### src/rtl/mc_ctrl_pkg.sv
// Shared encodings for the multi-cycle MIPS controller: opcodes, FSM states,
// datapath select codes, instruction classes and the registered control bundle.
package mc_ctrl_pkg;

    typedef enum logic [2:0] {
        ST_FETCH  = 3'd0,
        ST_DECODE = 3'd1,
        ST_EXEC   = 3'd2,
        ST_MEM    = 3'd3,
        ST_WB     = 3'd4
    } state_e;

    localparam logic [5:0] OP_RTYPE = 6'h00;
    localparam logic [5:0] OP_J     = 6'h02;
    localparam logic [5:0] OP_JAL   = 6'h03;
    localparam logic [5:0] OP_BEQ   = 6'h04;
    localparam logic [5:0] OP_ORI   = 6'h0D;
    localparam logic [5:0] OP_LUI   = 6'h0F;
    localparam logic [5:0] OP_LW    = 6'h23;
    localparam logic [5:0] OP_SW    = 6'h2B;

    localparam logic [5:0] FN_JR    = 6'h08;
    localparam logic [5:0] FN_ADDU  = 6'h21;
    localparam logic [5:0] FN_SUBU  = 6'h23;

    localparam logic [1:0] EXT_ZERO = 2'd0;
    localparam logic [1:0] EXT_SIGN = 2'd1;
    localparam logic [1:0] EXT_LUI  = 2'd2;

    localparam logic [1:0] ALU_ADD  = 2'd0;
    localparam logic [1:0] ALU_SUB  = 2'd1;
    localparam logic [1:0] ALU_OR   = 2'd2;

    localparam logic [1:0] PC_SEQ    = 2'd0;
    localparam logic [1:0] PC_BRANCH = 2'd1;
    localparam logic [1:0] PC_JUMP   = 2'd2;
    localparam logic [1:0] PC_REG    = 2'd3;

    localparam logic [1:0] RD_RT    = 2'd0;
    localparam logic [1:0] RD_RD    = 2'd1;
    localparam logic [1:0] RD_RA    = 2'd2;

    localparam logic [1:0] RS_ALU   = 2'd0;
    localparam logic [1:0] RS_MEM   = 2'd1;
    localparam logic [1:0] RS_PC    = 2'd2;

    // One-hot instruction class bit positions; an all-zero class means illegal.
    localparam int NUM_CLS = 11;
    localparam int CL_NOP  = 0;
    localparam int CL_ADDU = 1;
    localparam int CL_SUBU = 2;
    localparam int CL_JR   = 3;
    localparam int CL_ORI  = 4;
    localparam int CL_LW   = 5;
    localparam int CL_SW   = 6;
    localparam int CL_BEQ  = 7;
    localparam int CL_LUI  = 8;
    localparam int CL_J    = 9;
    localparam int CL_JAL  = 10;

    typedef logic [NUM_CLS-1:0] cls_t;

    typedef struct packed {
        logic       mem_req;
        logic       mem_we;
        logic       mem_addr_sel;
        logic       pc_we;
        logic [1:0] pc_src;
        logic       reg_we;
        logic [1:0] reg_dst;
        logic [1:0] reg_src;
        logic [1:0] ext_op;
        logic       alu_b_sel;
        logic [1:0] alu_op;
    } ctrl_t;

    function automatic logic [1:0] cls_ext_op(cls_t c);
        logic [1:0] ext;
        if (c[CL_LUI]) begin
            ext = EXT_LUI;
        end else if (c[CL_LW] | c[CL_SW] | c[CL_BEQ]) begin
            ext = EXT_SIGN;
        end else begin
            ext = EXT_ZERO;
        end
        return ext;
    endfunction

    function automatic logic [1:0] cls_alu_op(cls_t c);
        logic [1:0] op;
        if (c[CL_SUBU] | c[CL_BEQ]) begin
            op = ALU_SUB;
        end else if (c[CL_ORI]) begin
            op = ALU_OR;
        end else begin
            op = ALU_ADD;
        end
        return op;
    endfunction

endpackage

### src/rtl/mc_ctrl_if.sv
// Shared instruction/data memory handshake between the controller and memory.
interface mc_ctrl_if;
    logic mem_req;
    logic mem_we;
    logic mem_addr_sel;
    logic mem_ready;

    modport master (output mem_req, output mem_we, output mem_addr_sel, input mem_ready);
    modport slave  (input mem_req, input mem_we, input mem_addr_sel, output mem_ready);
endinterface

### src/rtl/mc_ctrl_decode.sv
// Combinational instruction classifier: IR word to one-hot class plus illegal flag.
module mc_ctrl_decode
    import mc_ctrl_pkg::*;
(
    input  logic [31:0] instr,
    output cls_t        cls,
    output logic        illegal
);

    logic [5:0] w_op;
    logic [5:0] w_fn;

    assign w_op = instr[31:26];
    assign w_fn = instr[5:0];

    // Class lookup; R-type funct 0 is only accepted as the all-zero nop word.
    always_comb begin
        cls = '0;
        case (w_op)
            OP_RTYPE: begin
                if (instr == 32'h0000_0000) begin
                    cls[CL_NOP] = 1'b1;
                end else begin
                    case (w_fn)
                        FN_ADDU: cls[CL_ADDU] = 1'b1;
                        FN_SUBU: cls[CL_SUBU] = 1'b1;
                        FN_JR:   cls[CL_JR]   = 1'b1;
                        default: cls = '0;
                    endcase
                end
            end
            OP_J:    cls[CL_J]   = 1'b1;
            OP_JAL:  cls[CL_JAL] = 1'b1;
            OP_BEQ:  cls[CL_BEQ] = 1'b1;
            OP_ORI:  cls[CL_ORI] = 1'b1;
            OP_LUI:  cls[CL_LUI] = 1'b1;
            OP_LW:   cls[CL_LW]  = 1'b1;
            OP_SW:   cls[CL_SW]  = 1'b1;
            default: cls = '0;
        endcase
    end

    assign illegal = (cls == '0);

endmodule

### src/rtl/mc_ctrl.sv
// Multi-cycle MIPS control FSM: sequences FETCH/DECODE/EXEC/MEM/WB, drives the
// datapath selects from registered state, and counts retired instructions.
module mc_ctrl
    import mc_ctrl_pkg::*;
(
    input  logic        clk,
    input  logic        reset_n,
    input  logic [31:0] instr,
    input  logic        zero,
    mc_ctrl_if.master   mem,
    output logic        ir_we,
    output logic        pc_we,
    output logic [1:0]  pc_src,
    output logic        reg_we,
    output logic [1:0]  reg_dst,
    output logic [1:0]  reg_src,
    output logic [1:0]  ext_op,
    output logic        alu_b_sel,
    output logic [1:0]  alu_op,
    output logic        illegal,
    output logic [31:0] retired,
    output logic [2:0]  state
);

    cls_t        w_cls;
    logic        w_dec_illegal;
    state_e      r_state;
    state_e      w_next_state;
    ctrl_t       r_ctrl;
    logic [31:0] r_retired;
    logic        w_fetch_done;
    logic        w_mem_done;
    logic        w_beq_take;
    logic        w_retire;
    logic        w_is_jump;

    mc_ctrl_decode u_decode (
        .instr   (instr),
        .cls     (w_cls),
        .illegal (w_dec_illegal)
    );

    // Control word for the state being entered; class is stable once IR is loaded.
    function automatic ctrl_t ctrl_for(state_e st, cls_t c);
        ctrl_t ctl;
        ctl = '0;
        case (st)
            ST_FETCH: ctl.mem_req = 1'b1;
            ST_DECODE: ctl = '0;
            ST_EXEC: begin
                ctl.ext_op    = cls_ext_op(c);
                ctl.alu_op    = cls_alu_op(c);
                ctl.alu_b_sel = c[CL_ORI] | c[CL_LUI] | c[CL_LW] | c[CL_SW];
                ctl.pc_we     = c[CL_J] | c[CL_JR] | c[CL_JAL];
                if (c[CL_BEQ]) begin
                    ctl.pc_src = PC_BRANCH;
                end else if (c[CL_J] | c[CL_JAL]) begin
                    ctl.pc_src = PC_JUMP;
                end else if (c[CL_JR]) begin
                    ctl.pc_src = PC_REG;
                end else begin
                    ctl.pc_src = PC_SEQ;
                end
                if (c[CL_JAL]) begin
                    ctl.reg_we  = 1'b1;
                    ctl.reg_dst = RD_RA;
                    ctl.reg_src = RS_PC;
                end else begin
                    ctl.reg_we  = 1'b0;
                end
            end
            ST_MEM: begin
                ctl.ext_op       = cls_ext_op(c);
                ctl.alu_op       = cls_alu_op(c);
                ctl.mem_req      = 1'b1;
                ctl.mem_addr_sel = 1'b1;
                ctl.mem_we       = c[CL_SW];
            end
            ST_WB: begin
                ctl.ext_op  = cls_ext_op(c);
                ctl.alu_op  = cls_alu_op(c);
                ctl.reg_we  = 1'b1;
                ctl.reg_dst = (c[CL_ADDU] | c[CL_SUBU]) ? RD_RD : RD_RT;
                ctl.reg_src = c[CL_LW] ? RS_MEM : RS_ALU;
            end
            default: ctl = '0;
        endcase
        return ctl;
    endfunction

    // Handshakes only count while our own request is actually raised.
    assign w_fetch_done = (r_state == ST_FETCH) & r_ctrl.mem_req & mem.mem_ready;
    assign w_mem_done   = (r_state == ST_MEM) & r_ctrl.mem_req & mem.mem_ready;
    assign w_beq_take   = (r_state == ST_EXEC) & w_cls[CL_BEQ] & zero;
    assign w_is_jump    = w_cls[CL_BEQ] | w_cls[CL_J] | w_cls[CL_JR] | w_cls[CL_JAL];

    // Next-state and retire decision.
    always_comb begin
        w_next_state = r_state;
        w_retire     = 1'b0;
        case (r_state)
            ST_FETCH: begin
                if (w_fetch_done) begin
                    w_next_state = ST_DECODE;
                end else begin
                    w_next_state = ST_FETCH;
                end
            end
            ST_DECODE: begin
                if (w_cls[CL_NOP]) begin
                    w_next_state = ST_FETCH;
                    w_retire     = 1'b1;
                end else if (w_dec_illegal) begin
                    w_next_state = ST_FETCH;
                end else begin
                    w_next_state = ST_EXEC;
                end
            end
            ST_EXEC: begin
                if (w_cls[CL_LW] | w_cls[CL_SW]) begin
                    w_next_state = ST_MEM;
                end else if (w_is_jump) begin
                    w_next_state = ST_FETCH;
                    w_retire     = 1'b1;
                end else begin
                    w_next_state = ST_WB;
                end
            end
            ST_MEM: begin
                if (w_mem_done && w_cls[CL_SW]) begin
                    w_next_state = ST_FETCH;
                    w_retire     = 1'b1;
                end else if (w_mem_done) begin
                    w_next_state = ST_WB;
                end else begin
                    w_next_state = ST_MEM;
                end
            end
            ST_WB: begin
                w_next_state = ST_FETCH;
                w_retire     = 1'b1;
            end
            default: begin
                w_next_state = ST_FETCH;
                w_retire     = 1'b0;
            end
        endcase
    end

    // State, registered control word and retired counter.
    always_ff @(posedge clk or negedge reset_n) begin
        if (!reset_n) begin
            r_state   <= ST_FETCH;
            r_ctrl    <= '0;
            r_retired <= 32'd0;
        end else begin
            r_state <= w_next_state;
            r_ctrl  <= ctrl_for(w_next_state, w_cls);
            if (w_retire) begin
                r_retired <= r_retired + 32'd1;
            end else begin
                r_retired <= r_retired;
            end
        end
    end

    assign mem.mem_req      = r_ctrl.mem_req;
    assign mem.mem_we       = r_ctrl.mem_we;
    assign mem.mem_addr_sel = r_ctrl.mem_addr_sel;
    assign ir_we            = w_fetch_done;
    assign pc_we            = r_ctrl.pc_we | w_fetch_done | w_beq_take;
    assign pc_src           = r_ctrl.pc_src;
    assign reg_we           = r_ctrl.reg_we;
    assign reg_dst          = r_ctrl.reg_dst;
    assign reg_src          = r_ctrl.reg_src;
    assign ext_op           = r_ctrl.ext_op;
    assign alu_b_sel        = r_ctrl.alu_b_sel;
    assign alu_op           = r_ctrl.alu_op;
    assign illegal          = (r_state == ST_DECODE) & w_dec_illegal;
    assign retired          = r_retired;
    assign state            = r_state;

endmodule
### src/flat_wrapper.sv
// flat-port wrapper written by rule: the top's interface ports become plain ports
module mc_ctrl_flat import mc_ctrl_pkg::*;
  (clk, reset_n, instr, zero, ir_we, pc_we, pc_src, reg_we, reg_dst, reg_src, ext_op, alu_b_sel, alu_op, illegal, retired, state, mem_mem_req, mem_mem_we, mem_mem_addr_sel, mem_mem_ready);
  mc_ctrl_if mem_i ();
  input  logic clk;
  input  logic reset_n;
  input  logic [31:0] instr;
  input  logic zero;
  output logic ir_we;
  output logic pc_we;
  output logic [1:0] pc_src;
  output logic reg_we;
  output logic [1:0] reg_dst;
  output logic [1:0] reg_src;
  output logic [1:0] ext_op;
  output logic alu_b_sel;
  output logic [1:0] alu_op;
  output logic illegal;
  output logic [31:0] retired;
  output logic [2:0] state;
  output wire logic [$bits(mem_i.mem_req)-1:0] mem_mem_req;
  output wire logic [$bits(mem_i.mem_we)-1:0] mem_mem_we;
  output wire logic [$bits(mem_i.mem_addr_sel)-1:0] mem_mem_addr_sel;
  input wire logic [$bits(mem_i.mem_ready)-1:0] mem_mem_ready;
  assign mem_mem_req = mem_i.mem_req;
  assign mem_mem_we = mem_i.mem_we;
  assign mem_mem_addr_sel = mem_i.mem_addr_sel;
  assign mem_i.mem_ready = mem_mem_ready;
  mc_ctrl u_core (.clk(clk), .reset_n(reset_n), .instr(instr), .zero(zero), .mem(mem_i), .ir_we(ir_we), .pc_we(pc_we), .pc_src(pc_src), .reg_we(reg_we), .reg_dst(reg_dst), .reg_src(reg_src), .ext_op(ext_op), .alu_b_sel(alu_b_sel), .alu_op(alu_op), .illegal(illegal), .retired(retired), .state(state));
endmodule
### config.mk
export PLATFORM = sky130hd
export DESIGN_NAME = mc_ctrl_flat
export DESIGN_NICKNAME = d
export VERILOG_FILES = /design/src/rtl/mc_ctrl_pkg.sv /design/src/rtl/mc_ctrl_if.sv /design/src/rtl/mc_ctrl_decode.sv /design/src/rtl/mc_ctrl.sv /design/src/flat_wrapper.sv
export SDC_FILE = /design/constraint.sdc
export NUM_CORES = 1
export LEC_CHECK = 0
export BUFFER_PORTS_ARGS = -buffer_cell sky130_fd_sc_hd__buf_2
export CAP_MARGIN = 20
export CELL_PAD_IN_SITES_DETAIL_PLACEMENT = 0
export CELL_PAD_IN_SITES_GLOBAL_PLACEMENT = 1
export CORE_ASPECT_RATIO = 0.5
export CORE_MARGIN = 2
export CORE_UTILIZATION = 38
export DETAILED_ROUTE_END_ITERATION = 12
export PLACE_DENSITY_LB_ADDON = 0.1
export SLEW_MARGIN = 20
export SYNTH_ARGS = -nofsm -noshare
export SYNTH_HDL_FRONTEND = slang
export SYNTH_HIERARCHICAL = 1
export SYNTH_SLANG_ARGS = --single-unit
### constraint.sdc
create_clock -name clk -period 2.95 [get_ports clk]
set_input_delay 0.7375 -clock clk [delete_from_list [all_inputs] [get_ports clk]]
set_output_delay 0.7375 -clock clk [all_outputs]
set_load 0.01 [all_outputs]
==> metrics.txt <==
result of the run complete, but fails checks; failing checks setup timing; die extent in y about 63 um; TritonCTS clock tree done; DR pass1 iterations 4; starting utilization of the core area around two fifths; placer congestion estimate roughly 0.77; Root Buffer Master clkbuf_16; total via count in the routed design 2,308; 1st-iter DRT viols 97; clock power share between 30% and 40%; I/O pin count 89; Port-buffer cells just under 90; residual DRC count 0; most numerous cell on the critical path or4_4; worst reg2reg path startpoint u_core/state[0]; area share of xor/xnor cells in the synthesized design about a tenth; Startpoint Class input pin; pin count of the biggest net entering global routing 34; share of cells above drive strength 1 a little over two fifths; Synth Area per Inst ~10 um2; Adder-Cell Fraction of Synth Area less than 1%; Die Span X ~120 um; post-synthesis to final-layout area growth 35.0%; total power divided by cell area approximately 430 mW/mm2; final cell utilization of the core approximately 54%; number of buffer and inverter instances along the worst setup path 2; highest attainable clock frequency ~330 MHz; mean number of vias per cell 5.04; standard-cell rows 21; routed length per instance 13.8 um; DP HPWL roughly 4700 um; most frequent cells in the layout buf_2 (86), dfrtp_1 (50), xor2_1 (23), buf_4 (23), nand2_1 (21); synthesized-area fraction occupied by ao, oa, aoi and oai cells 3.35%; number of antenna violations at the first check in global routing 0; total power 1.56 mW; Total Die Area about 0.0078 mm2; critical path depth in cells 11; Rel. slew slack 58.6%; wire length of the first global-routing pass between 10,000 and 15,000 um; Reg2Reg Capture Point u_core/retired[25]; leakage power total ~2 nW; clock latency reported for the late side of the worst-skew pair around 0.29 ns; switching power share of the total about 26%; core box area roughly 0.0068 mm2; final antenna diode count 0; final worst path period share 102%; net count reported at finish between 400 and 500; H-tree levels 2; gate count of the mapped netlist 257; share of synthesized flip-flops with an asynchronous set or reset 100%; delay of the slowest cell on the worst path roughly 0.46 ns; Hold Crit Class in -> async; Critical Path End Type flip-flop; Max clock buf depth 2; Storage cell area 0.00125 mm2; post-route non-filler standard cell count approximately 460; Comb pwr share between 10% and 20%; Max FO, Critical Path 13; hold violation count in the final report 0; overflow left after global routing 0; min cycle time layout 3.00 ns; mux contribution to synthesized area 0%; clock-pin slew on the worst setup and hold paths 0.07 ns; basic-gate share of the synthesized area counting and, or, nand and nor cells roughly 34%; Sequential Power Share about 48%; Worst Hold Margin around 0.37 ns; WL final about 6300 um; number of buffers created by CTS 5; most common cell after layout, fill and taps aside buf_2; fin. max-slew vios 0; ordered cell list for the critical path buf_6 -> or2_1 -> or4_4 -> or4_4 -> nor3_4 -> and3b_1 -> a311o_2 -> o21ai_4 -> buf_12 -> nor4_4 -> xor2_1; CP top delay family simple AND/OR/NAND/NOR gates; flop and latch count out of synthesis 50; Layout fillers between 600 and 700; worst endpoint data arrival time 3.21 ns; maximum vdd drop between 0.2 and 0.3 mV; count of endpoints failing setup in the final report 11; CTS sink count 50; required time of the critical path between 3 and 4 ns; dpl cells 449; hold-fix buffers at CTS 0; RSZ-0062 raised after global routing true; switching power summed over all nets roughly 0.40 mW; footprint of the multi-input gates 0.00142 mm2; critical path class in -> reg; Max Cap Violations 0; Syn Std Cell Area between 0.002 and 0.003 mm2; number of global-route vias before repair roughly 2,200; library cell contributing the largest single delay on the critical path or4_4; number of enable-type register cells in the synthesized netlist 0; sequential-to-total area share from yosys stat 46.5%; minimum setup slack among reg-to-reg paths around 0.95 ns; slew at the pin closest to its max-slew limit 0.616 ns; Syn. warnings 6; Main synth FF type dfrtp_1; number of cells on the worst reg-to-reg path 6; Distinct cells, synth between 40 and 50; total track usage roughly 16%; Post-Synthesis Net Count approximately 290; worst setup slack after layout -0.0476 ns; clock skew after layout between 0.006 and 0.007 ns; internal power of the cells around 1.2 mW; number of nets still failing antenna checks after routing 0; main combinational cell family by area after synthesis simple AND/OR/NAND/NOR gates
## repair_timing
| action | 4_1_cts | 5_1_grt |
|---|---|---|
| buffers inserted | 1 | 0 |
| gates resized for setup | 9 | 4 |
| setup endpoints to repair | 15 | 31 |
| gates cloned | 0 | 0 |
## cell families (layout without fill, tap and decap cells)
kind of cell | after synthesis | after routing
DFF | 50 | 50
adders and majority gates | 1 | 1
AOI/OAI and AO/OA | 12 | 12
and+or+nand+nor | 142 | 142
xor gates and xnor gates | 32 | 32
buffers and inverters | 20 | 129
## how the worst max path moves through the flow
stage | startpoint | to
floorplan | instr[30] | u_core/retired[29]
global placement | instr[30] | u_core/retired[18]
detailed placement | instr[30] | u_core/retired[18]
CTS | instr[30] | u_core/retired[25]
global route | instr[30] | u_core/retired[18]
finish | instr[30] | u_core/retired[25]
## flip-flops by register name (all words and copies together) (netlist names)
name	count
u_core/alu_b_sel	1
u_core/alu_op	2
u_core/ext_op	2
u_core/mem.mem_addr_sel	1
u_core/mem.mem_req	1
u_core/mem.mem_we	1
u_core/pc_src	2
u_core/r_ctrl	1
u_core/reg_dst	2
u_core/reg_src	1
u_core/reg_we	1
u_core/retired	32
u_core/state	3
## per-layer routing
metal | track usage (%) | share of wire [%]
met3 | 3.53 | 5.1
met2 | 26.6 | 47
met1 | 21.7 | 47
met4 | 5.40 | 1.2
met5 | 0 | 0
## area by class of cell
class	count	area share, %
inverters	7	0.723
clock buffers	7	3.93
flip-flops and latches	50	34.4
multi-input cells	187	39.2
well taps	92	3.17
repair buffers	114	18.4
clock inverters	1	0.138
## stage by stage
step	setup slack [ns]	area (um2)	TNS [ns]
2_1_floorplan	-0.0924	2760	-0.828
3_3_place_gp	-0.282	3400	-6.63
3_5_place_dp	-0.388	3400	-8.63
4_1_cts	-0.0461	3610	-0.207
5_1_grt	-0.176	3630	-2.22
6_report	-0.0476	3630	-0.252
## power by group through the flow
stage / registers [mW] / logic (mW) / clock network [mW]
floorplan: 0.766 / 0.104 / 0
global placement: 0.759 / 0.229 / 0
global route: 0.754 / 0.258 / 0.624
detailed placement: 0.761 / 0.230 / 0
finish: 0.749 / 0.233 / 0.576
CTS: 0.749 / 0.234 / 0.589
## synth_stat cells, types with 3 or more instances
master,n,share of area (%)
nand4_1,8,1.9
xor2_1,23,7.5
nor2_1,20,2.8
inv_1,7,0.98
nand3_1,11,2.0
and2_1,3,0.70
buf_4,10,2.8
nand2_1,21,2.9
a21oi_1,5,0.93
and3_1,8,1.9
nor4_1,14,3.3
nor3_1,16,3.0
xnor2_1,9,2.9
nor3_2,3,1.1
dfrtp_1,50,47
or3_1,3,0.70
nor4_2,7,3.3
## worst register-to-register path, delay by kind of cell (launching register included)
kind / cells / cell delay (ns)
AO/OA/AOI/OAI: 2 / 0.76
flip-flops: 1 / 0.47
AND/OR/NAND/NOR: 2 / 0.29
buffers and inverters: 1 / 0.21
XOR/XNOR: 1 / 0.15
(Power assumes the default switching activity.)
